==> src/rtl/exec_wb_seq.sv <==
// exec_wb_seq: multi-cycle execute/writeback sequencer for the 6-bit CPU.
// Takes one decoded instruction per handshake and walks it through
// IDLE -> READ -> EXEC -> WB, one cycle per state with no stalls.
// It is the only writer of the 5-entry register set.
// Because the next READ starts at least one cycle after the WB edge,
// back-to-back dependencies see the freshly written value without forwarding.

module exec_wb_seq #(
    parameter int NUM_REGS = 5,
    parameter int W        = 6
) (
    input  logic         clk,
    input  logic         rst,
    input  logic         instr_valid,
    output logic         instr_ready,
    input  logic [2:0]   op,
    input  logic [2:0]   rd,
    input  logic [2:0]   rs1,
    input  logic [2:0]   rs2,
    input  logic [W-1:0] imm,
    output logic [2:0]   ra,
    output logic [2:0]   rb,
    input  logic [W-1:0] a,
    input  logic [W-1:0] b,
    output logic [2:0]   wr,
    output logic         we,
    output logic [W-1:0] wrd,
    output logic         zf,
    output logic         cf,
    output logic         done,
    output logic         err
);

    // Sequencer states
    localparam logic [1:0] S_IDLE = 2'd0;
    localparam logic [1:0] S_READ = 2'd1;
    localparam logic [1:0] S_EXEC = 2'd2;
    localparam logic [1:0] S_WB   = 2'd3;

    // Opcode encodings
    localparam logic [2:0] OP_ADD  = 3'd0;
    localparam logic [2:0] OP_SUB  = 3'd1;
    localparam logic [2:0] OP_AND  = 3'd2;
    localparam logic [2:0] OP_OR   = 3'd3;
    localparam logic [2:0] OP_XOR  = 3'd4;
    localparam logic [2:0] OP_SHL1 = 3'd5;
    localparam logic [2:0] OP_LDI  = 3'd6;
    localparam logic [2:0] OP_MOV  = 3'd7;

    // Register count expressed in the width of a register index
    localparam logic [2:0] REG_LIMIT = 3'(NUM_REGS);

    logic [1:0]   state;
    logic [1:0]   state_next;

    logic [2:0]   op_q;
    logic [2:0]   rd_q;
    logic [W-1:0] imm_q;

    logic [W-1:0] op_a;
    logic [W-1:0] op_b;

    logic [W-1:0] result_q;
    logic         res_z_q;
    logic         res_c_q;

    logic [W-1:0] alu_r;
    logic         alu_c;
    logic [W:0]   sum_ext;
    logic [W:0]   diff_ext;

    logic         flags_z;
    logic         flags_c;

    logic         accept;
    logic         rd_legal;

    // Handshake and destination legality
    assign instr_ready = (state == S_IDLE) && !rst;
    assign accept      = instr_valid && instr_ready;
    assign rd_legal    = (rd_q < REG_LIMIT);

    // Write port and status pulses exist only during WB
    assign wr   = rd_q;
    assign wrd  = result_q;
    assign we   = (state == S_WB) && rd_legal;
    assign err  = (state == S_WB) && !rd_legal;
    assign done = (state == S_WB);
    assign zf   = flags_z;
    assign cf   = flags_c;

    // Next-state: a fixed four-cycle walk, leaving IDLE only on accept
    always_comb begin
        state_next = state;
        case (state)
            S_IDLE:  state_next = accept ? S_READ : S_IDLE;
            S_READ:  state_next = S_EXEC;
            S_EXEC:  state_next = S_WB;
            S_WB:    state_next = S_IDLE;
            default: state_next = S_IDLE;
        endcase
    end

    // State register
    always_ff @(posedge clk or posedge rst) begin
        if (rst) begin
            state <= S_IDLE;
        end else begin
            state <= state_next;
        end
    end

    // Latch the instruction fields and read addresses on the accept edge only
    always_ff @(posedge clk or posedge rst) begin
        if (rst) begin
            op_q  <= '0;
            rd_q  <= '0;
            imm_q <= '0;
            ra    <= '0;
            rb    <= '0;
        end else if (accept) begin
            op_q  <= op;
            rd_q  <= rd;
            imm_q <= imm;
            ra    <= rs1;
            rb    <= rs2;
        end
    end

    // Capture the register-set read data at the end of READ
    always_ff @(posedge clk or posedge rst) begin
        if (rst) begin
            op_a <= '0;
            op_b <= '0;
        end else if (state == S_READ) begin
            op_a <= a;
            op_b <= b;
        end
    end

    // ALU: extended add/subtract give carry and borrow in the top bit
    always_comb begin
        sum_ext  = {1'b0, op_a} + {1'b0, op_b};
        diff_ext = {1'b0, op_a} - {1'b0, op_b};
        alu_r    = '0;
        alu_c    = 1'b0;
        case (op_q)
            OP_ADD: begin
                alu_r = sum_ext[W-1:0];
                alu_c = sum_ext[W];
            end
            OP_SUB: begin
                alu_r = diff_ext[W-1:0];
                alu_c = diff_ext[W];
            end
            OP_AND:  alu_r = op_a & op_b;
            OP_OR:   alu_r = op_a | op_b;
            OP_XOR:  alu_r = op_a ^ op_b;
            OP_SHL1: begin
                alu_r = {op_a[W-2:0], 1'b0};
                alu_c = op_a[W-1];
            end
            OP_LDI:  alu_r = imm_q;
            OP_MOV:  alu_r = op_a;
            default: alu_r = '0;
        endcase
    end

    // Register the result and candidate flags at the end of EXEC
    always_ff @(posedge clk or posedge rst) begin
        if (rst) begin
            result_q <= '0;
            res_z_q  <= 1'b0;
            res_c_q  <= 1'b0;
        end else if (state == S_EXEC) begin
            result_q <= alu_r;
            res_z_q  <= (alu_r == '0);
            res_c_q  <= alu_c;
        end
    end

    // Architectural flags follow only legal writebacks
    always_ff @(posedge clk or posedge rst) begin
        if (rst) begin
            flags_z <= 1'b0;
            flags_c <= 1'b0;
        end else if ((state == S_WB) && rd_legal) begin
            flags_z <= res_z_q;
            flags_c <= res_c_q;
        end
    end

endmodule

==> config.mk <==
export PLATFORM = sky130hd
export DESIGN_NAME = exec_wb_seq
export DESIGN_NICKNAME = d
export VERILOG_FILES = /design/src/rtl/exec_wb_seq.sv
export SDC_FILE = /design/constraint.sdc
export NUM_CORES = 1
export LEC_CHECK = 0
export BUFFER_PORTS_ARGS = -buffer_cell sky130_fd_sc_hd__buf_2
export CAP_MARGIN = 20
export CORE_MARGIN = 1
export CORE_UTILIZATION = 59
export DETAILED_ROUTE_END_ITERATION = 16
export GPL_ROUTABILITY_DRIVEN = 0
export PLACE_DENSITY = 0.85
export SYNTH_ARGS = -nofsm -noshare
export SYNTH_HDL_FRONTEND = slang
export SYNTH_SLANG_ARGS = --single-unit
==> constraint.sdc <==
create_clock -name clk -period 3.9 [get_ports clk]
set_input_delay 0.195 -clock clk [delete_from_list [all_inputs] [get_ports clk]]
set_output_delay 0.195 -clock clk [all_outputs]
set_load 0.05 [all_outputs]
# Word level (Yosys, flattened, before mapping)
# Cells that the tools add are included.
[word_totals] inputBits=33 out_inout_bits=21 regBits=42
[op_classes] n_eq_ne=10 magnitude_cmp=1 n_bitwise=3 n_reduce_logical=9 n_addsub=2 n_mux=4
[op_table] operator="$pmux 6 s8" count=1
[op_table] operator="$eq 3x3->1 const B" count=4
[op_table] operator="$pmux 2 s4" count=1
[op_table] operator="$add 6x6->7" count=1
[op_table] operator="$sub 6x6->7" count=1
[op_table] operator="$and 6x6->6" count=1
[op_table] operator="$eq 3x2->1 const B" count=2
[op_table] operator="$logic_not 6->1" count=1
[op_table] operator="$or 6x6->6" count=1
[op_table] operator="$xor 6x6->6" count=1
[op_table] operator="$eq 2x2->1 const B" count=2
[op_table] operator="$logic_and 1x1->1" count=4
[op_table] operator="$eq 3x1->1 const B" count=1
[op_table] operator="$logic_not 3->1" count=1
[op_table] operator="$lt 3x3->1 const B" count=1
[op_table] operator="$pmux 1 s3" count=1
[op_table] operator="$eq 2x1->1 const B" count=1
[op_table] operator="$logic_not 1->1" count=2
[op_table] operator="$logic_not 2->1" count=1
[op_table] operator="$mux 1" count=1

# Longest topological paths before layout
# Gate-level depths: netlist of the first run.
[depth] word_depth=5 mapped_depth=9 depth_no_buf=9

# Least setup slack after synthesis of the first run
# No wires, ideal clock.
[synth_timing] path_type="flip-flop to flip-flop" from="reg state[0]" to="reg imm_q[0]" slack_ns=1.418 n_path_buf=1 arrival_ns=2.357 stages_incl_launch_ff=7 setup_ns=0.125 t_required_ns=3.775 period_less_slack_ns=2.482 cell_sequence="dfrtp_1 inv_1 ha_1 nor2b_1 nand2_1 clkbuf_1 mux2_2"
[synth_via] elab_chain_len=3
[synth_rtl] item="start, declared" line_no="53" text="logic [1:0] state;"
[synth_rtl] item="start signal, assigned" line_no="109" text="state <= state_next;"
[synth_rtl] item="$logic_not 2->1" line_no="79" text="assign instr_ready = (state == S_IDLE) && !rst;"
[synth_rtl] item="$logic_and 1x1->1" line_no="79"
[synth_rtl] item="net instr_ready" line_no="15" text="output logic instr_ready,"
[synth_rtl] item="$logic_and 1x1->1" line_no="80" text="assign accept = instr_valid && instr_ready;"
[synth_rtl] item="end signal, assigned" line_no="124" text="imm_q <= imm;"
[synth_rtl] item="end, declared" line_no="58" text="logic [W-1:0] imm_q;"
# The timed path passes the listed nets, and every way through them passes these cells.
# A chain may end at the register's enable or synchronous reset.

# Worst setup path after layout of the first run
[layout_timing] from="reg op_q[0]" to="reg res_z_q"
[layout_via] elab_chain_len=3
[layout_rtl] item="start, declared" line_no="56" text="logic [2:0] op_q;"
[layout_rtl] item="start signal, assigned" line_no="122" text="op_q <= op;"
[layout_rtl] item="$eq 3x3->1 (tied with other cells)" line_no="147" text="case (op_q)"
[layout_rtl] item="$pmux 6 s8 *" line_no="147"
[layout_rtl] item="$logic_not 6->1 *" line_no="177" text="res_z_q <= (alu_r == '0);"
[layout_rtl] item="end signal, assigned" line_no="177"
[layout_rtl] item="end, declared" line_no="64" text="logic res_z_q;"
# Every way passes the cells marked *; elsewhere a longest branch is shown, timed or not.

==> impl_metrics.csv, run 1 <==
group,metric,value,unit
die,die_h,69.1,µm
cts,postCtsSetupBuffers,0,
sta,hold_ws,0.108,ns
cells_and_area,final_nets,366,
synth,synth.largest_area_cell,"dfrtp_1",
synth,ys_types,49,
synth,netlist_area,2650,µm²
sta,period_minus_slack,2.52,ns
synth,synth_top_cells_by_area,"dfrtp_1, mux2_2, ha_1",
worst_hold_path,worstHoldPathType,"in2reg",
global_route,grt_max_degree,35,
synth,synth_edf_count,0,
cts,clkLatencyLatePin,0.29,ns
sta,rsz0062_at_grt,"false",
setup_path,cp-start-kind,"register",
synth,synth_compound_area_share,15.7,%
placed_design,io_buffers,53,
setup_path,worstPathArrival,2.71,ns
cts,path_clk_slew,0.08,ns
sta,finalSetupViolCount,0,
die,die-area,4770,µm²
cells_and_area,drive_above_1_share,32.7,%
sta,finalClockSkew,0.00538,ns
routing,postRouteAntennaNets,0,
sta,hold_viol_final,0,
setup_path,r2r_start,"op_q[0]$_DFFE_PP0P_",
synth,postSynthCellCount,259,
routing,first_pass_iters,4,
sta,worst_slew_pin_slew,0.959,ns
cts,cts_buffers,5,
synth,synth_fp_nets,316,
synth,ys_ff_latch,42,
routing,vias,2131,
synth,synth-adder-area-share,11.9,%
die,initial_utilization,61.3,%
sta,tns,0,ns
synth,syn_area_per_cell,10.2,µm²
synth,synth_top_area_share,39.6,%
synth,synth_seq_area_share,39.6,%
routing,wl_per_cell,15.4,µm
synth,synthSimpleGateAreaFrac,9.81,%
sta,max_clock_freq,397,MHz
sta,finalCritPeriodShare,64.6,%
synth,synth-xor-area-share,0.660,%
synth,async_flop_share,100,%
cells_and_area,area_growth,13.7,%
synth,ys.flop_type,"dfrtp_1",
synth,yosys_warnings,0,
setup_path,required,4.09,ns
setup_path,cp_slowest_stage_delay,0.98,ns
die,rows,24,
cells_and_area,fill_cells,352,
cts,cts_hold_buf,1,
cells_and_area,antennaDiodeCount,0,
die,fp.dieW,69.1,µm
cts,h-tree-depth,2,
synth,synth_top_family_by_area,"multiplexers",
run_status,status,"completed",
cts,cts_sinks,42,
setup_path,critPathKind,"reg2reg",
global_route,antenna_found_initial,0,
synth,synth.area.mux_share,15.8,%
setup_path,cp-end-kind,"register",
routing,remaining_drc_errors,0,
setup_path,critPathSlowestCell,"dfrtp_1",
die,io_pins,54,
sta,relSlewSlack,36.0,%
placed_design,hpwl,4150,µm
sta,final_max_slew_viol_count,0,
routing,vias_per_cell,5.90,
global_route,overflow,0,
die,fp.coreArea,4320,µm²
routing,first_iter_violations,81,
routing,routed_wl,5560,µm
setup_path,path_cells,"mux2_4 > a211oi_2 > o21ai_1 > a21oi_1 > o221ai_1 > o41ai_2",
cts,root_buffer,"clkbuf_8",
setup_path,crit_fanout,28,
global_route,grt_pass1_vias,2042,
cts,cts_tree,"done",
cts,cts_buffer_depth,2,
global_route,grt_first_pass_wirelength,9470,µm
worst_hold_path,worstHoldStart,"b[0]",
run,maxCapViolations,0,
cts,cts_repair_resize_count,0,
setup_path,crit_start,"op_q[0]$_DFFE_PP0P_",
global_route,grt_usage,24.9,%
stage by stage:
step | setup WS [ns] | std cells | cell area [µm²] | util (%)
after detailed placement | 1.42 | 353 | 2930 | 67.7
after floorplan | 1.42 | 259 | 2650 | -
final | 1.38 | 361 | 3020 | 69.8
after CTS | 1.39 | 361 | 3020 | 69.8
after global placement | 1.49 | 353 | 2930 | 67.7
after global routing | 1.23 | 361 | 3020 | 69.8
worst max-delay path: cells and delay by family (launching register included):
family / cells / cell delay (ns)
AO/OA/AOI/OAI: 5 / 1.08
multiplexers: 1 / 0.36
flip-flops: 1 / 0.98
cell usage after synthesis, types with 4 or more instances:
| cell type | count |
|---|---|
| mux2_2 | 26 |
| a21oi_1 | 11 |
| nor2_1 | 12 |
| mux4_2 | 4 |
| a31oi_1 | 4 |
| dfrtp_1 | 42 |
| buf_2 | 6 |
| o21ai_0 | 20 |
| inv_1 | 28 |
| clkbuf_1 | 4 |
| ha_1 | 22 |
| nand2_1 | 23 |
path summary, 6_finish.rpt:
kind	endpoint	slack (ns)	cells past startpoint
min in group asynchronous	wr[2]$_DFFE_PP0P_	0.43	3
max in group asynchronous	op_b[4]$_DFFE_PP0N_	2.74	4
min	op_b[0]$_DFFE_PP0N_	0.11	3
max	res_z_q$_DFFE_PP0P_	1.38	6
min reg2reg	res_c_q$_DFFE_PP0P_	0.50	1
max reg2reg	res_z_q$_DFFE_PP0P_	1.38	6
state kept, by name, summed over array words and instances (netlist names), 2 cells and up:
name and cells:
op_b 6, state 2, wr 3, op_q 3, rb 3, wrd 6
ra 3, op_a 6, imm_q 6
kinds of logic (layout without fill, tap and decap cells):
| group | count (synthesis) | in the layout |
|---|---|---|
| AO/OA/AOI/OAI | 62 | 62 |
| AND/OR/NAND/NOR | 55 | 55 |
| flip-flops | 42 | 42 |
| buffers and inverters | 41 | 91 |
| multiplexers | 33 | 33 |
| adder cells (fa/ha/maj) | 24 | 24 |
| XOR/XNOR | 2 | 2 |
cells in the final DEF, fill, tap and decap left out, drive strengths merged, types with 3 or more instances in the layout:
| cell type | Yosys | routed |
|---|---|---|
| inv | 29 | 29 |
| nor3b | 3 | 3 |
| buf | 8 | 54 |
| nor2 | 12 | 12 |
| dfrtp | 42 | 42 |
| nand2 | 23 | 23 |
| a31oi | 4 | 4 |
| a211oi | 3 | 3 |
| mux4 | 4 | 4 |
| o22ai | 3 | 3 |
| mux2 | 27 | 27 |
| nor2b | 3 | 3 |
| o211ai | 3 | 3 |
| clkbuf | 4 | 6 |
| o21ai | 21 | 21 |
| o21bai | 3 | 3 |
| ha | 22 | 22 |
| a21oi | 12 | 12 |
| nand3 | 3 | 3 |
cell type report:
cell class | instances | area [µm²] | share of cell area [%]
inverters | 29 | 111 | 3.69
well taps | 52 | 65.1 | 2.16
flip-flops and latches | 42 | 1050 | 34.8
multi-input cells | 176 | 1430 | 47.3
repair buffers | 55 | 283 | 9.37
clock buffers | 6 | 72.6 | 2.41
clock inverters | 1 | 7.51 | 0.249
metal layers:
layer  vias up  wire, µm  global-route usage [%]
met5         -         0                       0
met4         0        54                    6.80
met3         8       402                    4.68
met2        90      2760                    41.4
met1      1032      2350                    33.6
li1       1001         -                       -
Power of run 1 is left out: the tool's default activity adds up to more than one toggle a clock period on the data nets, which glitch-free logic cannot reach.
==> run 2: changes to the inputs <==
--- a/config.mk
+++ b/config.mk
@@ -5,13 +5,14 @@
 export SDC_FILE = /design/constraint.sdc
 export NUM_CORES = 1
 export LEC_CHECK = 0
+export ABC_AREA = 1
 export BUFFER_PORTS_ARGS = -buffer_cell sky130_fd_sc_hd__buf_2
 export CAP_MARGIN = 20
 export CORE_MARGIN = 1
-export CORE_UTILIZATION = 59
+export CORE_UTILIZATION = 50
 export DETAILED_ROUTE_END_ITERATION = 16
 export GPL_ROUTABILITY_DRIVEN = 0
-export PLACE_DENSITY = 0.85
+export PLACE_DENSITY = 0.76
 export SYNTH_ARGS = -nofsm -noshare
 export SYNTH_HDL_FRONTEND = slang
 export SYNTH_SLANG_ARGS = --single-unit
==> constraint.sdc (replaced) <==
create_clock -name clk -period 2.2 [get_ports clk]
set_input_delay 0.11 -clock clk [delete_from_list [all_inputs] [get_ports clk]]
set_output_delay 0.11 -clock clk [all_outputs]
set_load 0.05 [all_outputs]
==> run 2 against run 1 <==
The flow now finishes with violations (negative hold slack); flip-flop and latch count did not move; sequential share of layout area shrank 1.7 points; clock skew is 0.0041 ns higher; synthesized cell count is 30% higher; global-route usage fell by 2.0 points; final area rose by 5.0%; first-iteration DRC count rose to 2.5 times the previous value; utilization is 8.5 points lower; critical path type unchanged.
==> impl_metrics.csv, run 2 <==
group,metric,value,unit
run_status,status,"finished, violations left",
run_status,violations,"negative hold slack",
setup_path,regToRegSetupSlack,0.18,ns
cts,h-tree-depth,2,
routing,postRouteAntennaNets,0,
power,peakVddDrop,0.000874,V
synth,synth_fp_nets,393,
die,initial_utilization,52.7,%
cells_and_area,layout.cells.most_common,"nand2_1",
die,die-area,5750,µm²
die,die_h,75.9,µm
synth,synth_seq_area_share,38.5,%
synth,yosys-top-cells-count,"nand2_1, dfrtp_1, inv_1",
power,p_leak,0.00169,µW
global_route,overflow,0,
setup_path,cp-end-kind,"register",
die,fp.coreArea,5170,µm²
cells_and_area,antennaDiodeCount,0,
setup_path,r2r_cells,14,
routing,vias_per_cell,5.26,
setup_path,critPathKind,"reg2reg",
global_route,grt_pass1_vias,2135,
global_route,grt_max_degree,30,
die,io_pins,54,
power,power_density,1680,nW/µm²
cells_and_area,final_cell_mix,"nand2_1, buf_2, dfrtp_1",
synth,postSynthCellCount,336,
cts,path_clk_slew,0.09,ns
cts,cts_tree,"done",
setup_path,r2r_start,"op_a[0]$_DFFE_PP0N_",
placed_design,post-place-ws,0.208,ns
synth,syn_area_per_cell,8.12,µm²
cts,cts_buffer_depth,2,
sta,finalSetupViolCount,0,
synth,synth.largest_area_cell,"dfrtp_1",
cells_and_area,fill_cells,470,
sta,max_clock_freq,496,MHz
routing,wl_per_cell,13.4,µm
setup_path,crit_end,"res_z_q$_DFFE_PP0P_",
sta,hold_viol_final,1,
synth,synth_top_area_share,38.5,%
synth,synth_top_cells_by_area,"dfrtp_1, nand2_1, ha_1",
cts,clkLatencyLatePin,0.31,ns
setup_path,rr_endpoint,"res_z_q$_DFFE_PP0P_",
setup_path,crit_fanout,4,
synth,async_flop_share,100,%
die,fp.dieW,75.9,µm
sta,worst_slew_pin_slew,0.709,ns
run,maxCapViolations,0,
sta,finalClockSkew,0.00950,ns
synth,ys_ff_latch,42,
synth,ys.flop_type,"dfrtp_1",
global_route,grt_first_pass_wirelength,9780,µm
setup_path,crit_start,"op_a[0]$_DFFE_PP0N_",
synth,ys_types,29,
global_route,grt_usage,23.0,%
cells_and_area,utilization,61.2,%
routing,routed_wl,6180,µm
cts,root_buffer,"clkbuf_8",
routing,first_pass_iters,5,
sta,period_minus_slack,2.02,ns
setup_path,required,2.46,ns
cells_and_area,area_growth,16.1,%
cells_and_area,final_nets,448,
routing,remaining_drc_errors,0,
sta,finalCritPeriodShare,91.6,%
setup_path,worstPathArrival,2.27,ns
routing,first_iter_violations,205,
synth,synth_edf_count,0,
global_route,antenna_found_initial,0,
setup_path,cp-start-kind,"register",
sta,relSlewSlack,52.7,%
placed_design,io_buffers,53,
worst_hold_path,worstHoldPathType,"in2reg",
routing,vias,2430,
cts,cts_buffers,5,
sta,tns,0,ns
synth,yosysMostFrequentCell,"nand2_1",
cts,cts_sinks,42,
synth,yosys_warnings,0,
sta,hold_ws,-0.00642,ns
placed_design,hpwl,4670,µm
die,rows,26,
sta,rsz0062_at_grt,"false",
cells_and_area,drive_above_1_share,25.8,%
cells_and_area,regArea,1050,µm²
sta,timing.final.ws_setup,0.184,ns
synth,netlist_area,2730,µm²
sta,final_max_slew_viol_count,0,
cells_and_area,multi_input_area,1430,µm²
==> run 2: timing repair <==
action	4_1_cts	5_1_grt
hold endpoints to repair	13	0
setup buffers	0	1
hold buffers	1	0
setup endpoints to repair	0	2
resized for setup	0	1
==> run 2: worst min-delay path by stage <==
| stage | from | end | slack [ns] | cells past startpoint |
|---|---|---|---|---|
| floorplan | b[0] | op_b[0]$_DFFE_PP0N_ | 0.23 | 2 |
| global placement | rst | wr[2]$_DFFE_PP0P_ | 0.20 | 2 |
| detailed placement | rst | state[0]$_DFF_PP0_ | 0.21 | 2 |
| CTS | b[3] | op_b[3]$_DFFE_PP0N_ | 0.0009 | 3 |
| global route | a[1] | op_a[1]$_DFFE_PP0N_ | 0.02 | 3 |
| finish | b[3] | op_b[3]$_DFFE_PP0N_ | -0.006 | 3 |
==> run 2: report_power, final <==
part / leakage [µW] / total [µW] / internal (µW) / switching [µW]
combinational: 0.00113 / 3380 / 1080 / 2300
sequential: 0.000511 / 1440 / 1140 / 294
clock: 0.0000441 / 522 / 223 / 298
==> run 2: final cells by class <==
class,instances,share of cell area (%)
multi-input cells,237,45.2
flip-flops and latches,42,33.2
repair buffers,61,10.7
inverters,44,5.22
well taps,70,2.77
clock buffers,5,2.17
clock inverters,3,0.672
==> run 2: routing by layer <==
metal	global-route usage, %	routed length [µm]	vias to the layer above
met5	0	0	-
met4	8.85	170	0
met3	4.89	369	17
met2	35.6	2870	119
met1	31.4	2770	1103
li1	-	-	1191
==> run 2: logic make-up after synthesis <==
family,Yosys count,share of synthesized area (%)
AO/OA/AOI/OAI,44,8.81
XOR/XNOR,2,0.642
multiplexers,14,5.78
buffers and inverters,57,9.13
flip-flops,42,38.5
AND/OR/NAND/NOR,153,25.6
adder cells (fa/ha/maj),24,11.6
==> run 2: metrics by stage <==
step / hold slack (ns) / instances / power, µW / instance area, µm²
2_1_floorplan: 0.227 / 336 / 4040 / 2730
3_3_place_gp: 0.204 / 452 / 4670 / 3060
3_5_place_dp: 0.213 / 452 / 4740 / 3060
4_1_cts: 0.000896 / 461 / 5270 / 3160
5_1_grt: 0.0184 / 462 / 5790 / 3170
6_report: -0.00642 / 462 / 5330 / 3170
==> run 2: critical path, cell delays in order (launching register included) <==
cell	delay, ns
dfrtp_1	0.35
inv_1	0.08
ha_1	0.24
fa_1	0.41
inv_1	0.09
nand2_1	0.05
nand2_1	0.06
nor2_1	0.04
nor2_1	0.13
nand2_1	0.09
nor2_2	0.12
nand3_1	0.08
nor2_1	0.09
nand3_1	0.07
nand2_1	0.06
No activity file was read; power rests on OpenSTA's default activity.
==> run 3: changes to the inputs <==
--- a/config.mk
+++ b/config.mk
@@ -13,6 +13,7 @@
 export DETAILED_ROUTE_END_ITERATION = 16
 export GPL_ROUTABILITY_DRIVEN = 0
 export PLACE_DENSITY = 0.76
+export SETUP_SLACK_MARGIN = 0.2
 export SYNTH_ARGS = -nofsm -noshare
 export SYNTH_HDL_FRONTEND = slang
 export SYNTH_SLANG_ARGS = --single-unit
==> run 3 against run 2 <==
The flow still finishes with violations (negative hold slack); final cell count increased by 0.65%; non-clock buffer count increased by 3; hold slack improved by 0.0017 ns; utilization increased by 1.4 points; sequential power about the same; combinational power increased by 5%; first-iteration DRC count decreased by 2.9%; total power increased by 3.1%; wire length increased by 0.57%; worst setup slack improved by 0.086 ns; flip-flop and latch count unchanged; largest cell class unchanged.
==> impl_metrics.csv, run 3 (synthesis gave the netlist of run 2 again) <==
group,metric,value,unit
cts,path_clk_slew,0.09,ns
global_route,grt_usage,23.0,%
sta,finalSetupViolCount,0,
setup_path,critPathKind,"reg2reg",
die,die_h,75.9,µm
setup_path,required,2.46,ns
die,io_pins,54,
placed_design,hpwl,4670,µm
power,peakVddDrop,0.000872,V
setup_path,regToRegSetupSlack,0.27,ns
cts,cts_tree,"done",
die,rows,26,
setup_path,critPathSlowestCell,"fa_2",
power,combPwrFrac,64.4,%
setup_path,crit_fanout,4,
power,p_leak,0.00170,µW
power,internal_power,2560,µW
placed_design,io_buffers,53,
die,fp.dieW,75.9,µm
routing,vias,2420,
setup_path,worstPathArrival,2.19,ns
global_route,grt_max_degree,30,
cts,h-tree-depth,2,
power,sequentialPowerShare,26.2,%
sta,period_minus_slack,1.93,ns
routing,routed_wl,6210,µm
setup_path,cp_num_buf_inv,2,
cts,clkLatencyLatePin,0.31,ns
routing,vias_per_cell,5.20,
run_status,violations,"negative hold slack",
sta,final_max_slew_viol_count,0,
sta,relSlewSlack,53.1,%
sta,finalCritPeriodShare,87.7,%
cts,cts_buffer_depth,2,
power,switching_share,53.5,%
setup_path,cp-start-kind,"register",
cts,cts_buffers,5,
die,die-area,5750,µm²
global_route,grt_first_pass_wirelength,9800,µm
setup_path,path_cells,"inv_2 > ha_4 > fa_2 > inv_1 > nand3_1 > nand2_1 > nor2_1 > nand2_1 > nand2_2 > nand3_1 > nor2_1 > nand3_1 > nand2_1",
global_route,grt_pass1_vias,2135,
power,p_clk_share,9.4,%
cts,root_buffer,"clkbuf_8",
power,switchingPower,2940,µW
die,fp.coreArea,5170,µm²
sta,rsz0062_at_grt,"true",
routing,wl_per_cell,13.4,µm
sta,hold_viol_final,1,
worst_hold_path,worstHoldPathType,"in2reg",
routing,first_pass_iters,4,
cts,cts_sinks,42,
cells_and_area,final_nets,451,
sta,finalClockSkew,0.00945,ns
cells_and_area,final_cell_mix,"nand2_1, buf_2, dfrtp_1",
sta,worst_slew_pin_slew,0.703,ns
power,power_density,1700,nW/µm²
setup_path,crit_family,"adder cells",
cells_and_area,layout.cells.most_common,"nand2_1",
routing,postRouteAntennaNets,0,
cells_and_area,drive_above_1_share,28.6,%
global_route,antenna_found_initial,0,
cells_and_area,antennaDiodeCount,0,
setup_path,cp-end-kind,"register",
sta,tns,0,ns
run_status,status,"finished, violations left",
sta,hold_ws,-0.00472,ns
routing,remaining_drc_errors,0,
run,maxCapViolations,0,
global_route,overflow,0,
cells_and_area,area_growth,18.7,%
routing,first_iter_violations,199,
sta,max_clock_freq,518,MHz
cells_and_area,fill_cells,448,
die,initial_utilization,52.7,%
setup_path,cp_slowest_stage_delay,0.51,ns
[run 3: changes by cell type in the layout (fill, tap and decap cells not counted)]
| cell | delta |
|---|---|
| ha_2 | +1 |
| ha_4 | +3 |
| o21ai_0 | -2 |
| fa_1 | -2 |
| ha_1 | -4 |
| nand2_1 | -1 |
| buf_4 | +3 |
| inv_1 | -2 |
| o21ai_1 | +2 |
| fa_2 | +2 |
| nand2_2 | +1 |
| inv_2 | +2 |
[run 3: final timing paths]
check	endpoint	start	depth (start not counted)
worst max register to register	res_z_q$_DFFE_PP0P_	op_a[0]$_DFFE_PP0N_	13
worst max-delay path	res_z_q$_DFFE_PP0P_	op_a[0]$_DFFE_PP0N_	13
worst min-delay path	op_b[3]$_DFFE_PP0N_	b[3]	3
worst min register to register	cf$_DFFE_PP0P_	cf$_DFFE_PP0P_	2
min in group asynchronous	wrd[2]$_DFFE_PP0P_	rst	3
max in group asynchronous	op_a[4]$_DFFE_PP0N_	rst	4
[run 3: final cells by class]
cell class	count	area [µm²]	share of cell area, %
repair buffers	64	363	11.2
clock buffers	5	68.8	2.13
well taps	70	87.6	2.71
clock inverters	3	21.3	0.657
flip-flops and latches	42	1050	32.5
multi-input cells	237	1480	45.7
inverters	44	165	5.10
[run 3: what timing repair did]
action	in CTS	in global routing
gates resized for setup	2	13
hold buffers	1	0
hold endpoints to repair	13	0
endpoints found under the setup margin	1	4
pin swaps	0	8
buffers inserted	1	3
[run 3: tightest hold or removal path: cells and delay by family]
kind	cells	cell delay [ns]
AOI/OAI and AO/OA	1	0.05
buffers and inverters	1	0.07
and+or+nand+nor	1	0.04
[run 3: routing by layer]
metal  track usage, %  up-vias  share of wire [%]
met5                0        -                  0
met3             4.89       21                5.2
met2             35.5       89                 47
met4             9.05        0                2.6
met1             31.4     1113                 45
li1                 -     1197                  -
[run 3: through the flow]
step | setup WS, ns | cells | utilization, % | total power, µW | instance area [µm²]
3_3_place_gp | 0.275 | 452 | 59.1 | 4670 | 3060
4_1_cts | 0.220 | 462 | 61.3 | 5300 | 3170
5_1_grt | 0.154 | 465 | 62.6 | 5970 | 3240
6_report | 0.270 | 465 | 62.6 | 5500 | 3240
3_5_place_dp | 0.208 | 452 | 59.1 | 4740 | 3060
2_1_floorplan | 0.281 | 336 | - | 4040 | 2730
[run 3: power by group through the flow]
| stage | sequential (µW) | clock [µW] | combinational, µW |
|---|---|---|---|
| finish | 1440 | 520 | 3540 |
| global route | 1490 | 565 | 3910 |
| CTS | 1440 | 528 | 3330 |
| detailed placement | 1450 | 0 | 3290 |
| global placement | 1430 | 0 | 3240 |
| floorplan | 1840 | 0 | 2190 |
